`config.mk`:
```
export PLATFORM = sky130hd
export DESIGN_NAME = cmd_frame_decoder
export DESIGN_NICKNAME = d
export VERILOG_FILES = /design/src/rtl/dec_pkg.sv /design/src/rtl/dec_card_sel.sv /design/src/rtl/cmd_frame_decoder.sv
export SDC_FILE = /design/constraint.sdc
export NUM_CORES = 1
export LEC_CHECK = 0
export ABC_AREA = 1
export ABC_CLOCK_PERIOD_IN_PS = 5550
export BUFFER_PORTS_ARGS = -buffer_cell sky130_fd_sc_hd__buf_2
export CAP_MARGIN = 10
export CORE_UTILIZATION = 32
export DETAILED_ROUTE_END_ITERATION = 7
export SYNTH_ARGS = -nofsm -noshare
export SYNTH_HDL_FRONTEND = slang
export SYNTH_SLANG_ARGS = --single-unit
```
`constraint.sdc`:
```
create_clock -name clk_ref -period 5.55 [get_ports clk_ref]
set_clock_uncertainty 0.05 [all_clocks]
set_input_delay 0.555 -clock clk_ref [delete_from_list [all_inputs] [get_ports clk_ref]]
set_output_delay 0.555 -clock clk_ref [all_outputs]
set_load 0.05 [all_outputs]
```
`src/rtl/dec_pkg.sv`:
```
// Shared definitions for cmd_frame_decoder: header field offsets, FSM state encoding
// and the broadcast select value.
package dec_pkg;

  // Field offsets are relative to the first bit above the select field.
  localparam int HDR_RW_OFS    = 0;
  localparam int HDR_STIM_OFS  = 1;
  localparam int HDR_CLKP_OFS  = 2;
  localparam int HDR_RUN_OFS   = 3;
  localparam int HDR_START_OFS = 4;
  localparam int HDR_TRACE_OFS = 5;
  localparam int HDR_STEP_OFS  = 6;
  localparam int HDR_FPGA_OFS  = 7;

  localparam logic [31:0] SEL_BCAST = 32'hFFFF_FFFF;

  typedef enum logic [2:0] {
    ST_IDLE  = 3'd0,
    ST_LEN   = 3'd1,
    ST_WDATA = 3'd2,
    ST_RDATA = 3'd3,
    ST_DONE  = 3'd4
  } state_t;

endpackage

```
`src/rtl/dec_card_sel.sv`:
```
// Header select to one-hot card decoder. The decode is captured when a header is
// accepted; the invalid-select flag is combinational from the incoming select.
module dec_card_sel
  import dec_pkg::*;
#(
  parameter int SEL_W   = 4,
  parameter int N_CARDS = 14
) (
  input  logic               i_clk,
  input  logic               i_rst_n,
  input  logic [SEL_W-1:0]   i_sel,
  input  logic               i_load,
  output logic [N_CARDS-1:0] o_card,
  output logic               o_invalid
);

  logic [N_CARDS-1:0] w_dec;
  logic [N_CARDS-1:0] r_card;
  logic               w_hit;
  logic               w_bcast;

  always_comb begin
    w_dec   = '0;
    w_hit   = 1'b0;
    w_bcast = (i_sel == SEL_BCAST[SEL_W-1:0]);
    for (int k = 1; k <= N_CARDS; k++) begin
      if (i_sel == SEL_W'(k)) begin
        w_dec[k-1] = 1'b1;
        w_hit      = 1'b1;
      end
    end
    if (w_bcast) w_dec = '1;
  end

  assign o_invalid = (i_sel != '0) && !w_bcast && !w_hit;

  always_ff @(posedge i_clk or negedge i_rst_n) begin
    if (!i_rst_n)    r_card <= '0;
    else if (i_load) r_card <= w_dec;
  end

  assign o_card = r_card;

endmodule

```
`src/rtl/cmd_frame_decoder.sv`:
```
// Command frame decoder: header, length, then write payload or read-back handshakes.
// Define DEC_TIMEOUT_EN to add an inter-word watchdog that aborts stalled frames.
module cmd_frame_decoder
  import dec_pkg::*;
#(
  parameter int DATA_W      = 16,
  parameter int N_CARDS     = 14,
  parameter int SEL_W       = 4,
  parameter int FPGA_W      = 4,
  parameter int TIMEOUT_CYC = 65535
) (
  input  logic               clk_ref,
  input  logic               rst_n,
  input  logic               dv_i,
  input  logic [DATA_W-1:0]  data_i,
  input  logic               data_send_i,
  output logic [N_CARDS-1:0] card_o,
  output logic [FPGA_W-1:0]  fpga_o,
  output logic               r_w_o,
  output logic               stim_o,
  output logic               clk_prog_o,
  output logic               run_verif_o,
  output logic               start_verif_o,
  output logic               trace_o,
  output logic               step_o,
  output logic               wait_data_o,
  output logic               busy_o,
  output logic               done_o,
  output logic               err_o,
  output logic [DATA_W-1:0]  count_o
);

  localparam int CTL_W     = HDR_FPGA_OFS + FPGA_W;
  localparam int ABORT_POS = SEL_W + CTL_W;

  state_t             r_state, w_next;
  logic [CTL_W-1:0]   r_ctl;
  logic [DATA_W-1:0]  r_len, r_count, w_count_inc;
  logic [N_CARDS-1:0] r_card, w_card_dec;
  logic [FPGA_W-1:0]  r_fpga;
  logic r_rw, r_stim, r_clkp, r_run, r_start, r_trace, r_step;
  logic r_wait, r_busy, r_done, r_err;
  logic w_invalid, w_hdr_acc, w_len_acc, w_word, w_last, w_timeout;

  dec_card_sel #(.SEL_W(SEL_W), .N_CARDS(N_CARDS)) u_card_sel (
    .i_clk     (clk_ref),
    .i_rst_n   (rst_n),
    .i_sel     (data_i[SEL_W-1:0]),
    .i_load    (w_hdr_acc),
    .o_card    (w_card_dec),
    .o_invalid (w_invalid)
  );

  assign w_hdr_acc   = (r_state == ST_IDLE) && dv_i && !data_i[ABORT_POS];
  assign w_len_acc   = (r_state == ST_LEN) && dv_i;
  assign w_word      = ((r_state == ST_WDATA) && dv_i) || ((r_state == ST_RDATA) && data_send_i);
  assign w_count_inc = (r_count == '1) ? r_count : r_count + 1'b1;
  assign w_last      = w_word && (w_count_inc == r_len);

`ifdef DEC_TIMEOUT_EN
  localparam int WD_W = (TIMEOUT_CYC < 2) ? 1 : $clog2(TIMEOUT_CYC);

  logic [WD_W-1:0] r_wdog;
  logic            w_active, w_progress;

  assign w_active   = (r_state == ST_LEN) || (r_state == ST_WDATA) || (r_state == ST_RDATA);
  assign w_progress = w_len_acc || w_word;
  // A word arriving on the expiry cycle counts as progress and wins.
  assign w_timeout  = w_active && !w_progress && (r_wdog == WD_W'(TIMEOUT_CYC - 1));

  always_ff @(posedge clk_ref or negedge rst_n) begin
    if (!rst_n)                                  r_wdog <= '0;
    else if (!w_active || w_progress || w_timeout) r_wdog <= '0;
    else                                         r_wdog <= r_wdog + 1'b1;
  end
`else
  assign w_timeout = 1'b0;
`endif

  always_comb begin
    w_next = r_state;
    case (r_state)
      ST_IDLE:  if (w_hdr_acc) w_next = ST_LEN;
      ST_LEN: begin
        if (dv_i) begin
          if (data_i == '0)           w_next = ST_DONE;
          else if (r_ctl[HDR_RW_OFS]) w_next = ST_WDATA;
          else                        w_next = ST_RDATA;
        end
      end
      ST_WDATA, ST_RDATA: if (w_last) w_next = ST_DONE;
      ST_DONE:  w_next = ST_IDLE;
      default:  w_next = ST_IDLE;
    endcase
    if (w_timeout) w_next = ST_IDLE;
  end

  // count_o keeps the final count visible alongside done_o and clears on leaving DONE.
  always_ff @(posedge clk_ref or negedge rst_n) begin
    if (!rst_n) begin
      r_state <= ST_IDLE;
      r_ctl   <= '0;
      r_len   <= '0;
      r_count <= '0;
      r_card  <= '0;
      r_fpga  <= '0;
      r_rw    <= 1'b0;
      r_stim  <= 1'b0;
      r_clkp  <= 1'b0;
      r_run   <= 1'b0;
      r_start <= 1'b0;
      r_trace <= 1'b0;
      r_step  <= 1'b0;
      r_wait  <= 1'b0;
      r_busy  <= 1'b0;
      r_done  <= 1'b0;
      r_err   <= 1'b0;
    end else begin
      r_state <= w_next;
      r_busy  <= (w_next != ST_IDLE);
      r_wait  <= (w_next == ST_WDATA);
      r_done  <= (w_next == ST_DONE);
      r_err   <= (w_hdr_acc && w_invalid) || w_timeout;
      if (w_hdr_acc) r_ctl <= data_i[SEL_W +: CTL_W];
      if (w_len_acc) r_len <= data_i;
      if (w_len_acc && (data_i != '0)) begin
        r_card  <= w_card_dec;
        r_fpga  <= r_ctl[HDR_FPGA_OFS +: FPGA_W];
        r_rw    <= r_ctl[HDR_RW_OFS];
        r_stim  <= r_ctl[HDR_STIM_OFS];
        r_clkp  <= r_ctl[HDR_CLKP_OFS];
        r_run   <= r_ctl[HDR_RUN_OFS];
        r_start <= r_ctl[HDR_START_OFS] & r_ctl[HDR_RW_OFS];
        r_trace <= r_ctl[HDR_TRACE_OFS];
        r_step  <= r_ctl[HDR_STEP_OFS] & r_ctl[HDR_RW_OFS];
      end else if ((w_next == ST_DONE) || w_timeout) begin
        r_card  <= '0;
        r_fpga  <= '0;
        r_rw    <= 1'b0;
        r_stim  <= 1'b0;
        r_clkp  <= 1'b0;
        r_run   <= 1'b0;
        r_start <= 1'b0;
        r_trace <= 1'b0;
        r_step  <= 1'b0;
      end
      if ((r_state == ST_DONE) || w_timeout) r_count <= '0;
      else if (w_word)                      r_count <= w_count_inc;
    end
  end

  assign card_o        = r_card;
  assign fpga_o        = r_fpga;
  assign r_w_o         = r_rw;
  assign stim_o        = r_stim;
  assign clk_prog_o    = r_clkp;
  assign run_verif_o   = r_run;
  assign start_verif_o = r_start;
  assign trace_o       = r_trace;
  assign step_o        = r_step;
  assign wait_data_o   = r_wait;
  assign busy_o        = r_busy;
  assign done_o        = r_done;
  assign err_o         = r_err;
  assign count_o       = r_count;

endmodule

```
# Word level (Yosys, flattened, before mapping)
# Cells that the tools add are included.
# totals
ff_bits	89
inputBits	20
# op_classes
mux	49
add_sub_neg	1
eq_ne	23
n_bitwise	2
n_reduce_logical	22
# op_table
cell	count
$mux W16	3
$mux W14	3
$mux W1	36
$eq A4 B4 Y1 const B	8
$add A16 B1 Y16 const B	1
$eq A16 B16 Y1	1
$eq A16 B16 Y1 const B	1
$eq A4 B3 Y1 const B	4
$logic_not A16 Y1	1
$reduce_bool A16 Y1	1
$mux W3	4
$logic_and A1 B1 Y1	10
$eq A3 B2 Y1 const B	3
$pmux W3 S3	1
$eq A4 B2 Y1 const B	2
$mux W4	2
$eq A3 B3 Y1 const B	2
$eq A4 B1 Y1 const B	1
$reduce_bool A2 Y1	2
$reduce_bool A4 Y1	1
$eq A3 B1 Y1 const B	1
$logic_not A1 Y1	3
$logic_not A3 Y1	1
$reduce_bool A3 Y1	1
other kinds (3)	4

# Depth between registers and ports, before layout
# Gate-level depths: netlist of the first run.
# logic_depth
ltp_word	18
ltp_mapped	19
ltp_nobuf	18

# Hierarchy
# From an unflattened synthesis of the first run, not the netlist that was laid out.
# unflattened
hier_cells	638
area_unflattened_um2	4739.5
# modules_own_cells
module	area_each_um2	n_inst	seq_area_each_um2	cells_each
cmd_frame_decoder	4053.9	1	1876.8	546
dec_card_sel	685.7	1	350.3	92

# Least setup slack after synthesis of the first run
# OpenSTA, ideal clock, no wires.
# synth_timing
path_kind	register to register
startpoint	register r_count[0], in the netlist count_o[0]
endpoint	register r_card[10], in the netlist card_o[10]
setup_ps	120
stages_incl_launch_ff	17
t_arrival_ps	2401
required_ps	5380
slack_ps	2979
path_buffers	2
path_cell_list	dfrtp_1 ha_1 inv_1 nor2_4 nand2_4 nor2_4 inv_2 buf_6 nand2_2 inv_2 nand2_2 nand4_2 nor3_2 nand2_2 buf_6 nand4_1 nand2_1
# synth_via
elab_chain_len	8
elab_cells_between_ends	9
# synth_lines
item	line	rtl
start, declared	cmd_frame_decoder.sv:38	logic [DATA_W-1:0] r_len, r_count, w_count_inc;
start signal, assigned	cmd_frame_decoder.sv:148	else if (w_word) r_count <= w_count_inc;
$add A16 B1 Y16 / $eq A16 B16 Y1 (equally long branches)	cmd_frame_decoder.sv:57	assign w_count_inc = (r_count == '1) ? r_count : r_count + 1'b1;
$mux W16 (*)	cmd_frame_decoder.sv:57	
$eq A16 B16 Y1 (*)	cmd_frame_decoder.sv:58	assign w_last = w_word && (w_count_inc == r_len);
$logic_and A1 B1 Y1 (*)	cmd_frame_decoder.sv:58	
$mux W3 (*)	cmd_frame_decoder.sv:91	ST_WDATA, ST_RDATA: if (w_last) w_next = ST_DONE;
$pmux W3 S3 (*)	cmd_frame_decoder.sv:82	case (r_state)
$eq A3 B3 Y1 (*)	cmd_frame_decoder.sv:136	end else if ((w_next == ST_DONE) || w_timeout) begin
$reduce_bool A2 Y1 (no source line) (*)	n/a	
end signal, assigned	cmd_frame_decoder.sv:127	r_card <= w_card_dec;
end, declared	cmd_frame_decoder.sv:39	logic [N_CARDS-1:0] r_card, w_card_dec;
# Mark *: on every way between the ends. The rest lies on a longest branch, timed or not.
# A chain may end at the register's enable or synchronous reset.

# Worst setup path in the final report of the first run
# layout_timing
startpoint	register r_count[0], in the netlist count_o[0]
endpoint	register r_card[7], in the netlist card_o[7]
# Same word-level chain as after synthesis.

==> metrics, run 1 <==
Post-DP Area=0.00500 mm²; YS warnings=0; Worst Path Required=5.72 ns; Cell Area, Synth=0.00451 mm²; uppermost layer routed=met4; first-pass GRT wire length=20100 µm; critical path endpoint category=flip-flop; number of vias per cell=4.99; number of global-route vias before repair=4178; RSZ-0062 raised after global routing=no; Worst slew margin=0.362; FP Rows=42; crit path DAT=2.95 ns; initial antenna violation count=0; Max Freq=359 MHz; n_diodes=0; Setup CP Type=flip-flop to flip-flop; Seq/Total Area, Yosys=0.494; # hold bufs at CTS=0; Die X-Extent=121 µm; Lkg Pwr=2.81 nW; port bufs=64; drt wl/cell=14.2 µm; Num CTS Buffers=9; area grow syn2layout=17.6%; Nets=674; Setup Buffers After CTS=0; setup TNS=0 ns; r2r startpoint=count_o[0]$_DFFE_PN0P_; met3 wire len=602 µm; met2 wire length=5430 µm; die height=121 µm; final slew viol count=0; fill count=1393; Post-Layout Inst Area=0.00530 mm²; Total GRT Usage=0.177; DRT Pass-1 Iters=7; Routed Antenna Nets=0; DRT met1 WL=5500 µm; Initial Util=0.334; endpoints failing hold=0; CTS Sinks=89; PD cells=523 mW/mm²; routability congestion estimate=0.939; largest net degree at the start of global routing=68; I/O Pins=65; Worst Tran Pin Value=0.955 ns; Avg Inst Size Synth=7.62 µm²; Critical Path Source=count_o[0]$_DFFE_PN0P_; FF-to-FF End=card_o[7]$_DFFE_PN0P_; clock-pin slew on the worst setup and hold paths=0.07 ns; worst hold path class=primary input to asynchronous set/reset pin; Core ar.=0.0135 mm²; post-synth cell types=31; max-cap violations=0; DRC Markers=0; Synth Register Bits=89; dpl hpwl=8880 µm; drt total wl=11900 µm; Reg2Reg Setup Slack=2.76 ns; Multi-input gate area=0.00194 mm²; worst-path maximum fanout=27; Mapped Cells=591; crit path launch type=flip-flop; peak supply drop=0.000202 V; Clk Latency, worst-skew pair=0.34 ns; status=completed; share of layout cells above drive strength 1=0.158; Register-to-Register Path Depth=16; total gr overflow=0; Die ar.=0.0146 mm²; via count=4163; cts repair resizes=0; H-tree depth=3; Root Driver=clkbuf_16; Clock Tree Buf Depth=2; end point of the critical path=card_o[7]$_DFFE_PN0P_; Setup-failing EPs final=0; flip-flop and latch area=0.00223 mm²; period utilization=0.502; CTS tree=done; Iteration-0 DRC Markers=317; Period minus WS final=2.79 ns; syn_nets=612
[logic make-up after synthesis]
family,synth area share
AO/OA/AOI/OAI,0.0689
XOR/XNOR,0.0156
adder cells (fa/ha/maj),0.00278
buffers and inverters,0.0758
flip-flops,0.494
other,0.000832
AND/OR/NAND/NOR,0.342
[cell usage in the layout, fill, tap and decap left out, types with 3 or more instances in the layout]
cell type,instances
a21oi_1,10
buf_2,63
buf_4,6
clkbuf_16,9
dfrtp_1,89
inv_1,64
inv_2,3
inv_6,3
nand2_1,208
nand2_2,7
nand3_1,36
nand4_1,36
nor2_1,51
nor2_4,4
o21ai_0,33
o22ai_1,5
xor2_1,7
[worst max-delay path, stage by stage (launching register included)]
cell	delay, ns
dfrtp_1	0.42
ha_1	0.27
inv_1	0.10
nor2_4	0.14
nand2_4	0.09
nor2_4	0.13
inv_2	0.14
nand2_1	0.12
inv_1	0.06
nand2_1	0.08
nand3_1	0.07
nor2_1	0.12
nand3_1	0.09
nor2_1	0.12
nand2_2	0.34
nand4_1	0.21
nand2_1	0.11
[stage by stage]
step / utilization / hold slack (ns) / cells / total power, mW / worst slack (ns)
finish: 0.392 / 0.0418 / 834 / 2.77 / 2.76
global route: 0.392 / 0.0613 / 834 / 2.97 / 2.42
CTS: 0.392 / 0.0440 / 834 / 2.79 / 2.78
detailed placement: 0.370 / 0.415 / 818 / 2.16 / 2.79
global placement: 0.370 / 0.412 / 818 / 2.14 / 2.86
floorplan: - / 0.209 / 591 / 1.86 / 2.98
[power by group]
| group | internal, mW | switching, mW |
|---|---|---|
| Sequential | 0.897 | 0.162 |
| Combinational | 0.303 | 0.792 |
| Clock | 0.355 | 0.263 |
| Total | 1.56 | 1.22 |
[registers in the layout (all words and copies together) (netlist names), 3 cells and up]
signal and cells:
r_ctl 11, fpga_o 4, r_state 3, r_len 16, card_o 14, count_o 16
u_card_sel.o_card 14
[synth_stat cells]
cell type / instances / area, µm²
nand2_4: 1 / 11.3
or2_2: 1 / 6.26
nand3_2: 2 / 20.0
nand2_2: 7 / 43.8
inv_2: 3 / 11.3
dfrtp_1: 89 / 2230
nor2_1: 51 / 191
o41ai_1: 2 / 17.5
inv_1: 64 / 240
nor2_4: 4 / 45.0
nor3_2: 1 / 10.0
o211ai_1: 1 / 7.51
o21ai_0: 33 / 165
o21ai_1: 2 / 10.0
nand2_1: 208 / 781
ha_1: 1 / 12.5
a31oi_1: 1 / 6.26
nor4_1: 1 / 6.26
clkbuf_1: 15 / 56.3
conb_1: 1 / 3.75
a21oi_1: 10 / 50.1
nand4_1: 36 / 225
o22ai_1: 5 / 31.3
o21bai_1: 1 / 7.51
xor2_1: 7 / 61.3
nand3b_1: 1 / 7.51
o31ai_1: 2 / 15.0
xnor2_1: 1 / 8.76
nand3_1: 36 / 180
buf_6: 3 / 33.8
nand4_2: 1 / 12.5
[layout make-up]
class | instances | area share
multi-input cells | 417 | 0.366
clock inverters | 6 | 0.0139
repair buffers | 69 | 0.0680
well taps | 176 | 0.0416
flip-flops and latches | 89 | 0.420
clock buffers | 10 | 0.0432
inverters | 67 | 0.0475
[worst min-delay path by stage]
| stage | slack, ns | from | end |
|---|---|---|---|
| 2_1_floorplan | 0.21 | rst_n | busy_o$_DFF_PN0_ |
| 5_1_grt | 0.06 | rst_n | err_o$_DFF_PN0_ |
| 6_report | 0.04 | rst_n | err_o$_DFF_PN0_ |
| 3_5_place_dp | 0.41 | r_ctl[5]$_DFFE_PN0P_ | trace_o$_DFFE_PN0P_ |
| 3_3_place_gp | 0.41 | r_ctl[5]$_DFFE_PN0P_ | trace_o$_DFFE_PN0P_ |
| 4_1_cts | 0.04 | rst_n | err_o$_DFF_PN0_ |
[routing by layer]
| layer | GRT usage | vias up |
|---|---|---|
| met5 | 0 | - |
| met4 | 0.0818 | 0 |
| met1 | 0.232 | 2004 |
| met2 | 0.277 | 104 |
| li1 | - | 2028 |
| met3 | 0.0382 | 27 |
Power figures use the tool's default switching activity.
==> run 2: changes to the inputs <==
--- a/config.mk
+++ b/config.mk
@@ -6,7 +6,7 @@
 export NUM_CORES = 1
 export LEC_CHECK = 0
 export ABC_AREA = 1
-export ABC_CLOCK_PERIOD_IN_PS = 5550
+export ABC_CLOCK_PERIOD_IN_PS = 2330
 export BUFFER_PORTS_ARGS = -buffer_cell sky130_fd_sc_hd__buf_2
 export CAP_MARGIN = 10
 export CORE_UTILIZATION = 32
==> constraint.sdc (replaced) <==
create_clock -name clk_ref -period 2.33 [get_ports clk_ref]
set_clock_uncertainty 0.05 [all_clocks]
set_input_delay 0.233 -clock clk_ref [delete_from_list [all_inputs] [get_ports clk_ref]]
set_output_delay 0.233 -clock clk_ref [all_outputs]
set_load 0.05 [all_outputs]
==> run 2 against run 1 <==
Against the previous run:
- the flow now finishes with violations (negative setup slack)
- largest power group unchanged
- routed wire length increased by 6.2%
- die area stayed put
- critical path type unchanged
- global-route usage is 0.25 points lower
- final area is 8.7% higher
- worst hold slack better by 0.028 ns
==> metrics, run 2 (synthesis gave the netlist of run 1 again) <==
status=complete, but fails checks; failing checks=negative setup slack; Initial Util=0.334; DRT met1 WL=5690 µm; CTS Sinks=89; max incr delay on CP=0.46 ns; CP top delay family=simple AND/OR/NAND/NOR gates; final slew viol count=0; most frequent cells in the layout=nand2_1 (201), dfrtp_1 (74), buf_2 (63); n_diodes=0; H-tree depth=3; routability congestion estimate=0.883; Clock Tree Buf Depth=2; Num CTS Buffers=9; endpoints failing hold=0; DRC Markers=0; fin util=0.426; Total GRT Usage=0.174; peak supply drop=0.000410 V; initial antenna violation count=0; number of vias per cell=4.94; total gr overflow=0; Period minus WS final=2.34 ns; Clk Latency, worst-skew pair=0.35 ns; Reg2Reg Setup Slack=-0.007 ns; worst hold path class=primary input to flip-flop; Worst slew margin=0.591; worst setup margin=-0.00725 ns; drt wl/cell=14.6 µm; PD cells=1170 mW/mm²; Die X-Extent=121 µm; CP Depth=14; WHS Path Cells=3; Pwr Total=6.74 mW; CP cell instances=nand2_1, nor2_2, nand2_4, nor2_4, clkinv_4, buf_8, nand2_2, xor2_2, nand3_1, nor2_4, nand2_4, clkbuf_16, nand4_1, nand2_1; critical path endpoint category=flip-flop; worst-path maximum fanout=9; setup TNS=-0.0224 ns; commonest non-fill, non-tap cell in the layout=nand2_1; Nets=703; Core ar.=0.0135 mm²; Lkg Pwr=3.00 nW; crit path DAT=2.52 ns; share of layout cells above drive strength 1=0.266; Setup WS pre-CTS=0.0140 ns; Worst Path Required=2.51 ns; RSZ-0062 raised after global routing=yes; Register-to-Register Path Depth=14; Iteration-0 DRC Markers=352; Max Freq=428 MHz; DRT Pass-1 Iters=7; CTS tree=done; Root Driver=clkbuf_16; max-cap violations=0; clock-pin slew on the worst setup and hold paths=0.07 ns; dpl hpwl=9130 µm; drt total wl=12600 µm; Die ar.=0.0146 mm²; CP max stage cell=dfrtp_1; Routed Antenna Nets=0; hold_ws=0.0695 ns; I/O Pins=65; first-pass GRT wire length=20100 µm; uppermost layer routed=met4; via count=4265; port bufs=64; crit path launch type=flip-flop; area grow syn2layout=27.8%; Setup CP Type=flip-flop to flip-flop; period utilization=1.00; FP Rows=42; number of global-route vias before repair=4219; met2 wire length=6140 µm; Setup-failing EPs final=9; Buf/Inv on CP=3; met3 wire len=561 µm; largest net degree at the start of global routing=69; Worst Tran Pin Value=0.614 ns; die height=121 µm
-- run 2: changes by cell type in the layout (fill, tap and decap cells not counted), moves of 5 or more --
cell     previous run  this run
dfrtp_1            89        74
nor2_1             51        38
nand3_2             2         7
buf_4               6        27
nor2_2              0        10
nand2_4             1         6
nand2_1           208       201
nand3_1            36        31
dfrtp_2             0        15
-- run 2: power by group --
group	internal, mW	total (mW)	leakage (nW)	switching [mW]
combinational	0.842	2.83	1.76	1.98
clock	0.735	1.38	0.126	0.643
sequential	2.14	2.53	1.11	0.390
-- run 2: per-stage QoR --
step,instance area (µm²),std cells
global route,5760,863
CTS,5450,849
global placement,5150,832
finish,5760,863
floorplan,4530,591
detailed placement,5150,832
-- run 2: layer usage --
metal,up-vias,GRT usage
met2,111,0.292
met3,14,0.0344
met4,0,0.0602
met5,-,0
met1,2050,0.223
li1,2090,-
-- run 2: final cells by class --
| type | count | area, µm² |
|---|---|---|
| repair buffers | 98 | 656 |
| multi-input cells | 417 | 2100 |
| inverters | 67 | 256 |
| clock buffers | 10 | 229 |
| flip-flops and latches | 89 | 2250 |
| well taps | 176 | 220 |
| fillers | 1304 | 7750 |
| clock inverters | 6 | 48.8 |
-- run 2: worst reg2reg max path: cells and delay by family, from the launching register on --
family,cells,cell delay [ns]
buffers and inverters,3,0.45
DFF,1,0.46
and+or+nand+nor,10,1.10
xor gates and xnor gates,1,0.18
-- run 2: path summary, 6_finish.rpt --
path,end,startpoint
setup / recovery,card_o[1]$_DFFE_PN0P_,count_o[15]$_DFFE_PN0P_
hold / removal,r_len[15]$_DFFE_PN0P_,data_i[15]
setup reg to reg,card_o[1]$_DFFE_PN0P_,count_o[15]$_DFFE_PN0P_
hold reg to reg,card_o[0]$_DFFE_PN0P_,u_card_sel.o_card[0]$_DFFE_PN0P_
max in group asynchronous,r_ctl[7]$_DFFE_PN0P_,rst_n
min in group asynchronous,count_o[12]$_DFFE_PN0P_,rst_n
-- run 2: what timing repair did --
action                                  CTS  global route
gates cloned                              0             3
buffers inserted                          0            11
pin swaps                                 0            13
hold buffers                              1             0
hold endpoints to repair                 21             0
endpoints found under the setup margin   26            30
resized for setup                         3            49
